<file path="src/rtl/memory_access.sv">
// Memory stage: blocking data-memory handshake, pipeline stall and writeback registers.
// Define MEM_TIMEOUT_EN to abort unanswered requests and raise a sticky bus_error_o.
`timescale 1ns/1ps
module memory_access #(
  parameter int TIMEOUT_CYCLES = 16
) (
  input  logic        clk_i,
  input  logic        rst_i,
  input  logic        reg_write_m_i,
  input  logic        mem_write_m_i,
  input  logic        mem_to_reg_m_i,
  input  logic [31:0] alu_out_m_i,
  input  logic [31:0] write_data_m_i,
  input  logic [4:0]  write_reg_m_i,
  output logic        mem_req_o,
  output logic        mem_we_o,
  output logic [31:0] mem_addr_o,
  output logic [31:0] mem_wdata_o,
  input  logic        mem_ack_i,
  input  logic [31:0] mem_rdata_i,
  output logic        stall_o,
  output logic        reg_write_w_o,
  output logic        mem_to_reg_w_o,
  output logic [31:0] read_data_w_o,
  output logic [31:0] alu_out_w_o,
  output logic [4:0]  write_reg_w_o,
  output logic        bus_error_o
);

  typedef enum logic {IDLE, WAIT} state_t;

  state_t state_q, state_d;
  logic   access;
  logic   in_wait;
  logic   ack;
  logic   timeout;
  logic   stall;

  assign access  = mem_write_m_i | mem_to_reg_m_i;
  assign in_wait = (state_q == WAIT);
  assign ack     = in_wait & mem_ack_i;

`ifdef MEM_TIMEOUT_EN
  localparam int CW =
    (TIMEOUT_CYCLES > 1) ? $clog2(TIMEOUT_CYCLES) : 1;
  localparam logic [CW-1:0] T_LAST =
    CW'(TIMEOUT_CYCLES - 1);

  logic [CW-1:0] cnt_q;
  logic          berr_q;

  // an ack in the final cycle beats the timeout
  assign timeout = in_wait & ~mem_ack_i
                 & (cnt_q == T_LAST);

  always_ff @(posedge clk_i or negedge rst_i) begin
    if (!rst_i) begin
      cnt_q <= '0;
    end else if (in_wait & ~mem_ack_i & ~timeout) begin
      cnt_q <= cnt_q + CW'(1);
    end else begin
      cnt_q <= '0;
    end
  end

  always_ff @(posedge clk_i or negedge rst_i) begin
    if (!rst_i) begin
      berr_q <= 1'b0;
    end else if (timeout) begin
      berr_q <= 1'b1;
    end
  end

  assign bus_error_o = berr_q;
`else
  assign timeout     = 1'b0 & (TIMEOUT_CYCLES > 0);
  assign bus_error_o = 1'b0;
`endif

  always_ff @(posedge clk_i or negedge rst_i) begin
    if (!rst_i) begin
      state_q <= IDLE;
    end else begin
      state_q <= state_d;
    end
  end

  always_comb begin
    state_d = state_q;
    unique case (state_q)
      IDLE: if (access) state_d = WAIT;
      WAIT: if (ack | timeout) state_d = IDLE;
    endcase
  end

  // reset also masks the request so a dropped WAIT is visible at once
  assign stall = rst_i
               & ((~in_wait & access)
               |  (in_wait & ~mem_ack_i & ~timeout));

  assign stall_o     = stall;
  assign mem_req_o   = rst_i & (in_wait | access);
  assign mem_we_o    = rst_i & mem_write_m_i;
  assign mem_addr_o  = {32{rst_i}} & alu_out_m_i;
  assign mem_wdata_o = {32{rst_i}} & write_data_m_i;

  always_ff @(posedge clk_i or negedge rst_i) begin
    if (!rst_i) begin
      reg_write_w_o  <= 1'b0;
      mem_to_reg_w_o <= 1'b0;
      alu_out_w_o    <= '0;
      write_reg_w_o  <= '0;
      read_data_w_o  <= '0;
    end else if (!stall) begin
      reg_write_w_o  <= reg_write_m_i & ~timeout;
      mem_to_reg_w_o <= mem_to_reg_m_i;
      alu_out_w_o    <= alu_out_m_i;
      write_reg_w_o  <= write_reg_m_i;
      if (timeout) begin
        read_data_w_o <= '0;
      end else if (ack) begin
        read_data_w_o <= mem_rdata_i;
      end
    end
  end

endmodule
</file>
<file path="config.mk">
export PLATFORM = sky130hd
export DESIGN_NAME = memory_access
export DESIGN_NICKNAME = d
export VERILOG_FILES = /design/src/rtl/memory_access.sv
export SDC_FILE = /design/constraint.sdc
export NUM_CORES = 1
export LEC_CHECK = 0
export ABC_AREA = 0
export ABC_CLOCK_PERIOD_IN_PS = 2100
export CAP_MARGIN = 10
export CORE_MARGIN = 1
export CORE_UTILIZATION = 30
export DETAILED_ROUTE_END_ITERATION = 7
export GPL_TIMING_DRIVEN = 1
export PLACE_DENSITY_LB_ADDON = 0.2
export SYNTH_ARGS = -nofsm -noshare
export SYNTH_HDL_FRONTEND = slang
export SYNTH_SLANG_ARGS = --single-unit
</file>
<file path="constraint.sdc">
create_clock -name clk_i -period 2.1 [get_ports clk_i]
set_input_delay 0.21 -clock clk_i [delete_from_list [all_inputs] [get_ports clk_i]]
set_output_delay 0.21 -clock clk_i [all_outputs]
set_load 0.01 [all_outputs]
</file>
# Word level (Yosys, flattened, before mapping)
# Index checks and enable logic that the tools add are counted.
# word_totals
wordCells	24
out_inout_bits	139
in_bits	107
reg_bits	72
# op_classes
bitwise_logic	14
reduce_logical	1
n_mux	3
# op_table
operator	n
$and 32x32->32	2
$and 1x1->1	6
$not 1->1	3
$or 1x1->1	3
$mux 1	2
$pmux 1 s2	1
$reduce_and 2->1	1

# Longest topological paths before layout
# logic_depth
word_depth	6
mapped_depth	4

# Worst setup path before layout
# No wires, ideal clock.
# synth_path
path_kind	register to register
from	register state_q, in the netlist in_wait
to	register alu_out_w_o[0]
setup_slack_ns	0.674
stages_incl_launch_ff	5
arrival_ns	1.301
setup_ns	0.125
t_required_ns	1.975
cell_sequence	dfrtp_1 > or3_4 > nand3_4 > buf_8 > mux2_2
# synth_between
elab_chain_len	4
# synth_lines
element	line_no	source
from (decl)	32	state_t state_q, state_d;
from (signal assigned)	84	state_q <= state_d;
$not 1->1	n/a	
$and 1x1->1	98	& ((~in_wait & access)
$or 1x1->1 (*)	99	| (in_wait & ~mem_ack_i & ~timeout));
$and 1x1->1 (*)	98	
to (signal assigned)	117	alu_out_w_o <= alu_out_m_i;
to (decl)	25	output logic [31:0] alu_out_w_o,
# Mark *: on every way between the ends. The rest lies on a longest branch, timed or not.
# A chain may end at the register's enable or synchronous reset.

# Worst setup path after layout
# layout_path
from	register state_q, in the netlist in_wait
to	output mem_req_o
# layout_between
elab_chain_len	2
# layout_lines
element	line_no	source
$or 1x1->1	102	assign mem_req_o = rst_i & (in_wait | access);
$and 1x1->1	102	
to (decl)	15	output logic mem_req_o,
# Every way passes these cells.

==> results.cfg <==
[status]
status = finished clean

[timing]
hold_slack_ps = 12.4
relSlewSlack_pct = 40.4
setup_tns_ps = 0
fin_crit_sh_pct = 94.9
max_freq_mhz = 502
fin_skew_ps = 6.24
report.final.setup_viol = 0
rsz0062_at_grt = no
worstMarginPinSlew_ps = 892
hold_viol = 0
period_needed_ps = 1990
drv_slew = 0

[setup_path]
crit_start = in_wait
critPathMaxFanout = 3
crit_path_top_delay_cell = clkdlybuf4s50_1
crit_path_end_kind = output port
crit_arrival_ps = 1780
path_class = reg -> out
r2r_start = in_wait
cp_data_required_time_ps = 1890
crit_chain = or3_4, and2_2, clkdlybuf4s50_1
critical_path.top_delay_family = simple AND/OR/NAND/NOR gates
startpoint_type = register
cp.buffers_inverters = 1
critPathMaxStageDelay_ps = 490

[die]
die_h_um = 105
core-area_um2 = 10300
start_util_pct = 30.9
rows = 37
fp.dieArea_um2 = 11000
dieWidth_um = 105
ios = 246

[clock_network]
cts_root_buffer = clkbuf_8
clk_latency_ps = 340
clock_path_buffers = 2
cts_htree_levels = 3
clk_pin_slew_worst_paths_ps = 80
cts_tree = built
ctsResizeCount = 0
postCtsSetupBuffers = 0
cts-buffers-inserted = 9
clock_sink_count = 72

[drt]
initialDrtViolationCount = 65
wl_met3_um = 892
viasPerCell = 4.32
route.detailed.drc = 0
first_pass_iters = 4
via_count = 2686
top_layer_used = met4
post_drt_wl_per_cell_um = 15.2
wl_met2_um = 5000
ant_nets = 0
wl_um = 9460
drt-met1-wl_um = 3460

[logic_synthesis]
ys_types = 15
yosys_warnings = 0
synth-seq-cells = 72
yosysTopAreaCellShare_pct = 56.7
syn_nets = 337
syn_area_um2 = 3180
seq_area_frac_synth_pct = 56.7
syn_inst = 230
synth_area_leaders = dfrtp_1 57%, mux2_2 24%, and2_1 13%
postSynthAreaPerCell_um2 = 13.8
synth_top_area_cell = dfrtp_1

[pwr]
combPwrFrac_pct = 31.0
irDropWorstVdd_mv = 0.474
sw_frac_of_total_pct = 25.1
p_leak_uw = 0.00244
p_per_area_nw_per_um2 = 690
p_sw_uw = 1040
power_frac_seq_pct = 40.7
pwr-share-clk_pct = 28.3
p_int_uw = 3100

[grt]
overflow = 0
antenna_found_initial = 0
grt_max_degree = 43
grt.total_usage_pct = 17.6
grt_pass1_vias = 2869
grt_pass1_wl_um = 15000

[finish]
diodes = 0
finalInstanceArea_um2 = 6010
drive_above_1_share_pct = 19.8
multiInputGateArea_um2 = 1260
final_net_count = 588
seqCellArea_um2 = 1800
layout-area-overhead-vs-synth_pct = 89.0
instances_no_fill = 622
utilization_pct = 58.4
fillers = 893

[placed_design]
io_buffer_count = 244
dp.cells = 603
gp_congestion = 0.827
placed_area_um2 = 5760
hpwl_um = 7390

[worst_hold_path]
hold_class = in -> async

[flow_run]
cap_violations = 0
-- sequential cells by signal, summed over array words and instances, names as in the netlist --
register,count
in_wait,1
reg_write_w_o,1
alu_out_w_o,32
write_reg_w_o,5
mem_to_reg_w_o,1
read_data_w_o,32
-- metrics by stage --
step	total power [µW]	setup WS [ps]
floorplan	2170	674
global placement	2980	136
detailed placement	3010	132
CTS	4210	70.1
global route	4350	53.5
finish	4140	108
-- synth_stat cells --
library cell / count
mux2_1: 3
conb_1: 1
nand2_2: 1
clkbuf_1: 7
or3_4: 1
mux2_2: 68
buf_12: 1
inv_1: 1
dfrtp_1: 72
buf_8: 3
buf_4: 1
and2_2: 1
nand3_4: 1
and2_1: 66
buf_2: 3
-- placed cells by master (no fill, tap or decap), drive strengths merged, types with 3 or more instances in the layout --
cell / count
buf: 9
clkbuf: 14
dlygate4sd3: 3
clkdlybuf4s50: 243
mux2: 71
and2: 67
dfrtp: 72
-- power groups by stage --
stage | Combinational [µW] | Clock [µW] | Sequential [µW]
after detailed placement | 1300 | 0 | 1710
after global routing | 1370 | 1260 | 1710
after CTS | 1310 | 1210 | 1690
final | 1290 | 1170 | 1690
after global placement | 1280 | 0 | 1700
after floorplan | 370 | 0 | 1800
-- worst min-delay path: stages --
cell	delay, ps
buf_4	140
buf_12	160
buf_4	160
-- final timing paths --
path	endpoint	cells after the start	slack [ps]
worst max-delay path	mem_req_o	3	110
worst min-delay path	alu_out_w_o[27]	3	10
worst max register to register	alu_out_w_o[13]	4	470
worst min register to register	write_reg_w_o[4]	1	490
max in group asynchronous	alu_out_w_o[2]	3	770
min in group clk_i	write_reg_w_o[4]	2	480
-- final cells by class --
class | instances | share of cell area, %
clock buffer | 14 | 3.04
inverter | 1 | 0.0625
timing repair buffer | 255 | 42.5
multi-input combinational | 142 | 21.0
clock inverter | 2 | 0.583
sequential | 72 | 30.0
tap | 136 | 2.83
-- kinds of logic after synthesis --
family,Yosys count,share of synthesized area (%)
DFF,72,56.7
other,1,0.118
buffers and inverters,16,3.70
muxes,71,25.2
and+or+nand+nor,70,14.3
-- metal layers --
metal	vias to the layer above	global-route usage, %
li1	1261	-
met1	1276	18.3
met2	141	32.5
met3	8	5.93
met4	0	6.64
met5	-	0
-- timing repair --
item,4_1_cts,5_1_grt
hold buffers,3,0
hold endpoints to repair,56,0
setup endpoints to repair,0,0
Power figures use the tool's default switching activity.
